--- config.mk ---
export PLATFORM = sky130hd
export DESIGN_NAME = fan_pwm_ramp
export DESIGN_NICKNAME = d
export VERILOG_FILES = /design/src/rtl/fan_pkg.sv /design/src/rtl/fan_sw_debounce.sv /design/src/rtl/fan_pwm_ramp.sv
export SDC_FILE = /design/constraint.sdc
export NUM_CORES = 1
export LEC_CHECK = 0
export ABC_AREA = 0
export CORE_MARGIN = 2
export CORE_UTILIZATION = 50
export CTS_CLUSTER_DIAMETER = 60
export DETAILED_ROUTE_END_ITERATION = 8
export HOLD_SLACK_MARGIN = 0.15
export PLACE_DENSITY = 0.7
export REMOVE_ABC_BUFFERS = 1
export SLEW_MARGIN = 10
export SYNTH_ARGS = -nofsm -noshare
export SYNTH_HDL_FRONTEND = slang
export SYNTH_SLANG_ARGS = --single-unit
--- constraint.sdc ---
create_clock -name clk_i -period 5.6 [get_ports clk_i]
set_clock_uncertainty 0.2 [all_clocks]
set_input_delay 0.56 -clock clk_i [delete_from_list [all_inputs] [get_ports clk_i]]
set_output_delay 0.56 -clock clk_i [all_outputs]
set_load 0.05 [all_outputs]
--- src/rtl/fan_pkg.sv ---
// Shared types, limits and counter sizing helper for the fan PWM controller.
package fan_pkg;

    typedef enum logic [1:0] {
        IDLE = 2'd0,
        KICK = 2'd1,
        RUN  = 2'd2
    } fan_state_e;

    typedef logic [3:0] fan_duty_t;

    localparam fan_duty_t FanDutyMax = 4'd15;

    // Counter width for a count that runs 0..limit-1; never narrower than one bit.
    function automatic int cnt_width(input int limit);
        return (limit > 1) ? $clog2(limit) : 1;
    endfunction

endpackage

--- src/rtl/fan_sw_debounce.sv ---
// Fan switch synchroniser and debouncer: a new level is accepted after DebounceCycles
// consecutive equal synced samples; change_o pulses for one cycle on acceptance.
module fan_sw_debounce
    import fan_pkg::*;
#(
    parameter int DebounceCycles = 500_000
) (
    input  logic      clk_i,
    input  logic      rst_ni,
    input  fan_duty_t sw_i,
    output fan_duty_t target_o,
    output logic      chg_o
);

    localparam int DbW = cnt_width(DebounceCycles);

    fan_duty_t      sync1_q, sync2_q, last_q;
    fan_duty_t      target_q, target_d;
    logic [DbW-1:0] cnt_q, cnt_d;
    logic           chg_q, chg_d;
    int             run;

    // run = length of the current streak of equal synced samples, this one included
    always_comb begin
        run      = (sync2_q != last_q) ? 1 : int'(cnt_q) + 1;
        cnt_d    = cnt_q;
        target_d = target_q;
        chg_d    = 1'b0;
        if (sync2_q == target_q) begin
            cnt_d = '0;
        end else if (run >= DebounceCycles) begin
            target_d = sync2_q;
            chg_d    = 1'b1;
            cnt_d    = '0;
        end else begin
            cnt_d = DbW'(run);
        end
    end

    always_ff @(posedge clk_i or negedge rst_ni) begin
        if (!rst_ni) begin
            sync1_q  <= '0;
            sync2_q  <= '0;
            last_q   <= '0;
            target_q <= '0;
            cnt_q    <= '0;
            chg_q    <= 1'b0;
        end else begin
            sync1_q  <= sw_i;
            sync2_q  <= sync1_q;
            last_q   <= sync2_q;
            target_q <= target_d;
            cnt_q    <= cnt_d;
            chg_q    <= chg_d;
        end
    end

    assign target_o = target_q;
    assign chg_o    = chg_q;

endmodule

--- src/rtl/fan_pwm_ramp.sv ---
// Fan PWM controller: debounced switch target, 100% kick-start from stop, stepped duty ramp.
// Define FAN_TACH_EN to build the tach edge counter and stall detector.
//  state | meaning
//  IDLE  | fan off, waiting for a nonzero target at a period boundary
//  KICK  | full duty for KickPeriods PWM periods to spin the fan up
//  RUN   | duty moves one level per RampPeriods periods toward target
module fan_pwm_ramp
    import fan_pkg::*;
#(
    parameter int ClkFreqHz        = 50_000_000,
    parameter int PwmFreqHz        = 25_000,
    parameter int DebounceCycles   = 500_000,
    parameter int KickPeriods      = 250,
    parameter int RampPeriods      = 50,
    parameter int TachWindowCycles = 50_000_000
) (
    input  logic        clk_i,
    input  logic        rst_ni,
    input  logic [3:0]  fan_sw_i,
    input  logic        fan_tach_i,
    output logic        fan_pwm_o,
    output logic [3:0]  duty_o,
    output logic        kick_o,
    output logic [15:0] tach_cnt_o,
    output logic        stall_o
);

    localparam int PeriodCycles = ClkFreqHz / PwmFreqHz;
    localparam int StepCycles   = PeriodCycles / 15;
    localparam int PcW          = cnt_width(PeriodCycles);
    localparam int KcW          = cnt_width(KickPeriods);
    localparam int RcW          = cnt_width(RampPeriods);

    fan_state_e     state_q, state_d;
    fan_duty_t      duty_q, duty_d;
    fan_duty_t      target;
    logic           tgt_chg;
    logic [PcW-1:0] pcnt_q, pcnt_d, thr;
    logic [KcW-1:0] kick_cnt_q, kick_cnt_d;
    logic [RcW-1:0] ramp_cnt_q, ramp_cnt_d;
    logic           boundary;
    logic           pwm_q, pwm_d;

    fan_sw_debounce #(
        .DebounceCycles(DebounceCycles)
    ) u_debounce (
        .clk_i   (clk_i),
        .rst_ni  (rst_ni),
        .sw_i    (fan_sw_i),
        .target_o(target),
        .chg_o   (tgt_chg)
    );

    assign boundary = (pcnt_q == PcW'(PeriodCycles - 1));
    assign pcnt_d   = boundary ? '0 : pcnt_q + PcW'(1);
    assign thr      = PcW'(int'(duty_q) * StepCycles);

    always_comb begin
        state_d    = state_q;
        duty_d     = duty_q;
        kick_cnt_d = kick_cnt_q;
        ramp_cnt_d = ramp_cnt_q;
        if (boundary) begin
            case (state_q)
                IDLE: begin
                    duty_d = '0;
                    if (target != '0) begin
                        state_d    = KICK;
                        kick_cnt_d = '0;
                    end
                end
                KICK: begin
                    if (target == '0) begin
                        state_d = IDLE;
                    end else if (kick_cnt_q == KcW'(KickPeriods - 1)) begin
                        state_d    = RUN;
                        duty_d     = target;
                        ramp_cnt_d = '0;
                    end else begin
                        kick_cnt_d = kick_cnt_q + KcW'(1);
                    end
                end
                RUN: begin
                    if (duty_q == target) begin
                        ramp_cnt_d = '0;
                    end else if (ramp_cnt_q == RcW'(RampPeriods - 1)) begin
                        ramp_cnt_d = '0;
                        if (duty_q < target) begin
                            duty_d = duty_q + 4'd1;
                        end else begin
                            duty_d = duty_q - 4'd1;
                            if (duty_q == 4'd1) state_d = IDLE;
                        end
                    end else begin
                        ramp_cnt_d = ramp_cnt_q + RcW'(1);
                    end
                end
                default: begin
                    state_d = IDLE;
                    duty_d  = '0;
                end
            endcase
        end
        // A freshly accepted target always gets a full ramp interval before the first step
        if (tgt_chg) ramp_cnt_d = '0;
    end

    always_comb begin
        pwm_d = 1'b0;
        if (state_q == KICK || duty_q == FanDutyMax) begin
            pwm_d = 1'b1;
        end else if (duty_q != '0) begin
            pwm_d = (pcnt_q < thr);
        end
    end

    always_ff @(posedge clk_i or negedge rst_ni) begin
        if (!rst_ni) begin
            state_q    <= IDLE;
            duty_q     <= '0;
            pcnt_q     <= '0;
            kick_cnt_q <= '0;
            ramp_cnt_q <= '0;
            pwm_q      <= 1'b0;
        end else begin
            state_q    <= state_d;
            duty_q     <= duty_d;
            pcnt_q     <= pcnt_d;
            kick_cnt_q <= kick_cnt_d;
            ramp_cnt_q <= ramp_cnt_d;
            pwm_q      <= pwm_d;
        end
    end

    assign fan_pwm_o = pwm_q;
    assign duty_o    = duty_q;
    assign kick_o    = (state_q == KICK);

`ifdef FAN_TACH_EN
    localparam int TwW = cnt_width(TachWindowCycles);

    logic           tsync1_q, tsync2_q, tprev_q, tach_rise;
    logic [15:0]    tcnt_q, tcnt_d, tlat_q, tlat_d;
    logic [TwW-1:0] win_q, win_d;
    logic           win_end;
    logic           stall_q, stall_d;

    assign tach_rise = tsync2_q & ~tprev_q;
    assign win_end   = (win_q == TwW'(TachWindowCycles - 1));
    assign win_d     = win_end ? '0 : win_q + TwW'(1);

    // A rise landing on the window's last cycle is credited to the next window
    always_comb begin
        tcnt_d  = tcnt_q;
        tlat_d  = tlat_q;
        stall_d = stall_q;
        if (win_end) begin
            tlat_d = tcnt_q;
            tcnt_d = {15'd0, tach_rise};
        end else if (tach_rise && tcnt_q != 16'hFFFF) begin
            tcnt_d = tcnt_q + 16'd1;
        end
        if (state_q != RUN) begin
            stall_d = 1'b0;
        end else if (win_end) begin
            stall_d = (tcnt_q == 16'd0);
        end
    end

    always_ff @(posedge clk_i or negedge rst_ni) begin
        if (!rst_ni) begin
            tsync1_q <= 1'b0;
            tsync2_q <= 1'b0;
            tprev_q  <= 1'b0;
            tcnt_q   <= '0;
            tlat_q   <= '0;
            win_q    <= '0;
            stall_q  <= 1'b0;
        end else begin
            tsync1_q <= fan_tach_i;
            tsync2_q <= tsync1_q;
            tprev_q  <= tsync2_q;
            tcnt_q   <= tcnt_d;
            tlat_q   <= tlat_d;
            win_q    <= win_d;
            stall_q  <= stall_d;
        end
    end

    assign tach_cnt_o = tlat_q;
    assign stall_o    = stall_q;
`else
    localparam int unused_tach_window = TachWindowCycles;
    logic unused_tach;

    assign unused_tach = fan_tach_i;
    assign tach_cnt_o  = '0;
    assign stall_o     = 1'b0;
`endif

endmodule
After elaboration in Yosys (flattened, before gate mapping)
Cells that the tools add are included.
{"block": "op_classes", "add_sub_neg": 6, "muxes": 33, "magnitude_cmp": 3, "n_mul": 1, "eq_ne": 21, "bitwise": 1, "n_reduce_logical": 13}
{"op": "2-to-1 mux 19 bit", "count": 2}
{"op": "2-to-1 mux 6 bit", "count": 6}
{"op": ">= comparator 32 x 20 -> 1 bit, second input constant", "count": 1}
{"op": "2-to-1 mux 32 bit", "count": 1}
{"op": "2-to-1 mux 8 bit", "count": 3}
{"op": "adder 19 x 1 -> 20 bit, second input constant", "count": 1}
{"op": "2-to-1 mux 4 bit", "count": 5}
{"op": "one-hot mux 8 bit (2 select lines)", "count": 1}
{"op": "2-to-1 mux 2 bit", "count": 7}
{"op": "inequality test 2 bit, second input constant", "count": 7}
{"op": "one-hot mux 6 bit (2 select lines)", "count": 1}
{"op": "adder 11 x 1 -> 11 bit, second input constant", "count": 1}
{"op": "== test 11 bit, second input constant", "count": 1}
{"op": "< comparator 11 bit", "count": 1}
{"op": "multiplier 4 x 8 -> 11 bit, second input constant", "count": 1}
{"op": "2-to-1 mux 11 bit", "count": 1}
{"op": "AND reduction 5 bit", "count": 2}
{"op": "adder 8 x 1 -> 8 bit, second input constant", "count": 1}
{"op": "== test 4 bit", "count": 2}
{"op": "== test 8 bit, second input constant", "count": 1}
{"op": "one-hot mux 4 bit (2 select lines)", "count": 1}
{"op": "nonzero test 4 bit", "count": 2}
{"op": "AND reduction 7 bit", "count": 1}
{"op": "adder 6 x 1 -> 6 bit, second input constant", "count": 1}
{"op": "other kinds (22)", "count": 27}
{"block": "totals", "output_inout_bits": 23, "wordCells": 90, "register_bits": 68, "input_bits": 7}

Depth between registers and ports, before layout
{"block": "logic_depth", "word_depth": 6, "ltp_mapped": 10, "depth_no_buf": 9}

Modules after synthesis
Synthesis repeated with hierarchy kept, for this count alone.
{"block": "hier_totals", "hier_cells": 424, "area_unflattened_um2": 4195.3}
{"module": "fan_pwm_ramp", "area_each_um2": 2404.8, "instances": 1, "cells_each": 257, "seq_area_each_um2": 800.8}
{"module": "fan_sw_debounce", "area_each_um2": 1790.5, "instances": 1, "cells_each": 167, "seq_area_each_um2": 900.9}

Least setup slack after synthesis
Ideal clock, no wire load.
{"block": "synth_path", "kind": "register to register", "from": "register duty_q[0], in the netlist duty_o[0]", "to": "register ramp_cnt_q[2]", "path_stages_with_launch": 7, "setup_ns": 0.083, "n_path_buf": 0, "synth_period_minus_slack_ns": 2.711, "path_slack_ns": 2.889, "t_arrival_ns": 2.428, "t_required_ns": 5.317, "cell_sequence": "dfrtp_1 -> inv_1 -> ha_1 -> and4_1 -> or4b_1 -> or2_2 -> o21ai_0"}
{"block": "synth_via", "elab_chain_cells": 5}
{"element": "start: declaration", "line": "fan_pwm_ramp.sv:35", "text": "fan_duty_t duty_q, duty_d;"}
{"element": "start signal: assignment", "line": "fan_pwm_ramp.sv:127", "text": "duty_q <= duty_d;"}
{"element": "== test 4 bit", "line": "fan_pwm_ramp.sv:84", "text": "if (duty_q == target) begin"}
{"element": "2-to-1 mux 6 bit", "line": "fan_pwm_ramp.sv:84"}
{"element": "one-hot mux 6 bit (2 select lines)", "line": "fan_pwm_ramp.sv:64", "text": "case (state_q)"}
{"element": "2-to-1 mux 6 bit", "line": "fan_pwm_ramp.sv:63", "text": "if (boundary) begin"}
{"element": "2-to-1 mux 6 bit", "line": "fan_pwm_ramp.sv:105", "text": "if (tgt_chg) ramp_cnt_d = '0;"}
{"element": "end signal: assignment", "line": "fan_pwm_ramp.sv:130", "text": "ramp_cnt_q <= ramp_cnt_d;"}
{"element": "end: declaration", "line": "fan_pwm_ramp.sv:40", "text": "logic [RcW-1:0] ramp_cnt_q, ramp_cnt_d;"}
No other way between the ends. The select of a mux whose other input is x is not followed.
A chain may end at the register's enable or synchronous reset.

Worst setup path after layout
{"block": "layout_path", "from": "register state_q[1]", "to": "output kick_o"}
{"block": "layout_via", "elab_chain_cells": 1}
{"element": "start: declaration", "line": "fan_pwm_ramp.sv:34", "text": "fan_state_e state_q, state_d;"}
{"element": "start signal: assignment", "line": "fan_pwm_ramp.sv:126", "text": "state_q <= state_d;"}
{"element": "== test 2 x 1 -> 1 bit", "line": "fan_pwm_ramp.sv:137", "text": "assign kick_o = (state_q == KICK);"}
{"element": "end: declaration", "line": "fan_pwm_ramp.sv:23", "text": "output logic kick_o,"}
No other way between the ends.

==> flow_summary.json <==
{
  "status": "finished, final reports clean",
  "setup-tns-final_ns": 0,
  "route.detailed.drc": 0,
  "synth_area_mm2": 0.00407,
  "crit-reg2reg-launch": "u_debounce.cnt_q[0]",
  "yosysSeqAreaShare_pct": 41.8,
  "min_to": "u_debounce.sync2_q[1]",
  "drt_iter0_drc": 149,
  "required_ns": 4.84,
  "wire_per_inst_um": 14.4,
  "cts_buffer_depth": 2,
  "portBuffers": 11,
  "preCtsSetupSlack_ns": 2.60,
  "worst_pin_slew_ns": 0.851,
  "yosys-top-cells-area": "dfrtp_1 42%, ha_1 10%, xor2_1 3.7%, nor2_1 3.6%, buf_4 3.3%",
  "multiInputGateArea_mm2": 0.00218,
  "postCtsSetupBuffers": 0,
  "tritoncts": "yes",
  "hold_depth": 0,
  "p_sw_share_pct": 24.8,
  "placed_area_mm2": 0.00420,
  "synthCells": 414,
  "combPwrFrac_pct": 4.7,
  "powerDensity_mw_per_mm2": 228,
  "ys_async_sr_fraction_pct": 100,
  "switchingPower_uw": 250,
  "numClockSinks": 68,
  "num-fill-cells": 690,
  "worst-r2r-cell-count": 8,
  "vdd_drop_max_v": 0.000155,
  "viasPerCell": 5.56,
  "power.leakage_uw": 0.00186,
  "grt_use_total_pct": 19.2,
  "finalHoldViolCount": 0,
  "rsz0062_at_grt": "no",
  "yosysTopAreaCell": "dfrtp_1",
  "cts_buffers": 9,
  "hpwl_um": 5350,
  "die_y_um": 94.2,
  "wirelength_um": 7760,
  "relSlewSlack_pct": 43.2,
  "htreeDepth": 3,
  "synth_seq_cells": 68,
  "max_cap_violations": 0,
  "timing.hold.ws_ns": 0.152,
  "worstPathArrival_ns": 2.37,
  "regToRegSetupSlack_ns": 2.58,
  "drive_gt1_share_pct": 8.05,
  "min_from": "u_debounce.sync1_q[1]",
  "yosys_warnings": 0,
  "cts_root_buf": "clkbuf_8",
  "worstPathCellList": "inv_1 > ha_1 > clkdlybuf4s50_1",
  "path_buf_inv": 2,
  "postCtsHoldBufs": 0,
  "drtPass1Iterations": 4,
  "synth_top_area_share_pct": 41.8,
  "period_minus_slack_ns": 3.13,
  "slowest_stage": "clkdlybuf4s50_1",
  "max_clock_freq_ghz": 0.320,
  "grt_pass1_vias": 2926,
  "critPathTopFamily": "buffers and inverters",
  "r2r_end": "u_debounce.target_o[2]",
  "clk_latency_ns": 0.35,
  "ios": 30,
  "grt_pass1_wl_um": 13400,
  "max_stage_delay_ns": 0.93,
  "fin_nets": 470,
  "cts-resized-gates": 0,
  "synth-edff-count": 0,
  "antenna_left": 0,
  "stdcell_area_mm2": 0.00442,
  "start_kind": "flip-flop",
  "setup_violations": 0,
  "p_clk_share_pct": 45.6,
  "path_class": "flip-flop to primary output",
  "antenna_found_initial": 0,
  "ys_types": 60,
  "fin_ws_ns": 2.47,
  "p_int_uw": 757,
  "gp_congestion": 0.784,
  "die_w_um": 94.2,
  "drv_slew": 0,
  "vias": 2986,
  "ys.flop_type": "dfrtp_1",
  "grt_overflow": 0,
  "dieArea_mm2": 0.00887,
  "holdCritPathClass": "flip-flop to flip-flop",
  "grt_max_degree": 69,
  "clkTransAtPathRegs_ns": 0.08,
  "start_util_pct": 52.1,
  "syn_avg_cell_area_um2": 9.82,
  "power.share.sequential_pct": 49.6,
  "syn_to_final_growth_pct": 8.68,
  "rows": 32,
  "fin_crit_sh_pct": 55.9,
  "seqCellArea_mm2": 0.00170,
  "crit_path_end_kind": "primary output",
  "path_max_fanout": 18,
  "core_area_mm2": 0.00781,
  "n_antenna_cell": 0
}
## routing by layer
metal,vias to the layer above,wire [µm],track usage (%)
met5,-,0,0
met4,0,91,5.92
met3,8,243,4.09
met2,48,3780,32.3
met1,1436,3640,24.8
li1,1494,-,-
## power groups by stage
stage | clock network (µW) | registers [µW] | logic (µW)
floorplan | 0 | 509 | 33.1
global placement | 0 | 509 | 48.0
detailed placement | 0 | 510 | 48.8
CTS | 471 | 500 | 48.8
global route | 498 | 501 | 53.0
finish | 459 | 500 | 47.8
## worst reg2reg max path: cells and delay by family, from the launching register on
family,cells,cell delay (ns)
simple gates,2,0.73
compound gates,4,0.93
flops,1,0.43
fa+ha+maj,1,0.27
mux,1,0.34
## cells in the final DEF (no fill, tap or decap), types with 14 or more instances in the layout
cell     count
nand2_1     29
xnor2_1     14
conb_1      17
nor2_1      39
dfrtp_1     68
o21ai_0     26
inv_1       19
xor2_1      17
ha_1        33
nand3_1     21
## layout make-up
type | count | share of cell area (%)
clock buffer | 9 | 2.80
clock inverter | 7 | 2.24
inverter | 19 | 1.61
multi-input combinational | 319 | 49.2
sequential | 68 | 38.5
tap | 102 | 2.89
timing repair buffer | 13 | 2.72
## flip-flops by register name, indices dropped and copies added, names as in the netlist
signal / count
duty_o: 4
fan_pwm_o: 1
kick_cnt_q: 8
pcnt_q: 11
ramp_cnt_q: 6
state_q: 2
u_debounce.chg_o: 1
u_debounce.cnt_q: 19
u_debounce.last_q: 4
u_debounce.sync1_q: 4
u_debounce.sync2_q: 4
u_debounce.target_o: 4
## cell usage after synthesis, types with 5 or more instances
cell type,number
xor2_1,17
xnor2_1,14
ha_1,33
nand2_1,29
a21oi_1,7
inv_1,19
nand2b_1,6
a21o_1,5
and3_1,5
nor3_1,6
o31ai_1,7
o21ai_0,26
buf_4,18
nand4_1,10
nand3_1,21
dfrtp_1,68
nor2_1,39
## how the worst max path moves through the flow
stage	to	startpoint	slack, ns	depth (start not counted)
global placement	u_debounce.target_o[2]	u_debounce.cnt_q[0]	2.66	8
floorplan	ramp_cnt_q[2]	pcnt_q[0]	2.60	7
global route	ramp_cnt_q[4]	state_q[1]	2.29	8
CTS	kick_o	state_q[1]	2.46	3
detailed placement	u_debounce.target_o[0]	u_debounce.cnt_q[0]	2.60	8
finish	kick_o	state_q[1]	2.47	3
## cells by family (layout without fill, tap and decap cells)
kind of cell | after synthesis | in the layout | share of synthesized area (%)
muxes | 7 | 7 | 1.88
and+or+nand+nor | 152 | 152 | 20.0
DFF | 68 | 68 | 41.8
buffers and inverters | 43 | 48 | 6.12
AOI/OAI and AO/OA | 79 | 79 | 13.2
other | 1 | 17 | 0.0922
xor gates and xnor gates | 31 | 31 | 6.68
adders and majority gates | 33 | 33 | 10.2
## per-stage QoR
stage | cells | power, µW | util, %
after CTS | 537 | 1020 | 56.6
after detailed placement | 521 | 559 | 53.8
after global routing | 537 | 1050 | 56.6
after floorplan | 406 | 542 | -
final | 537 | 1010 | 56.6
after global placement | 521 | 557 | 53.8
Power figures use the tool's default switching activity.
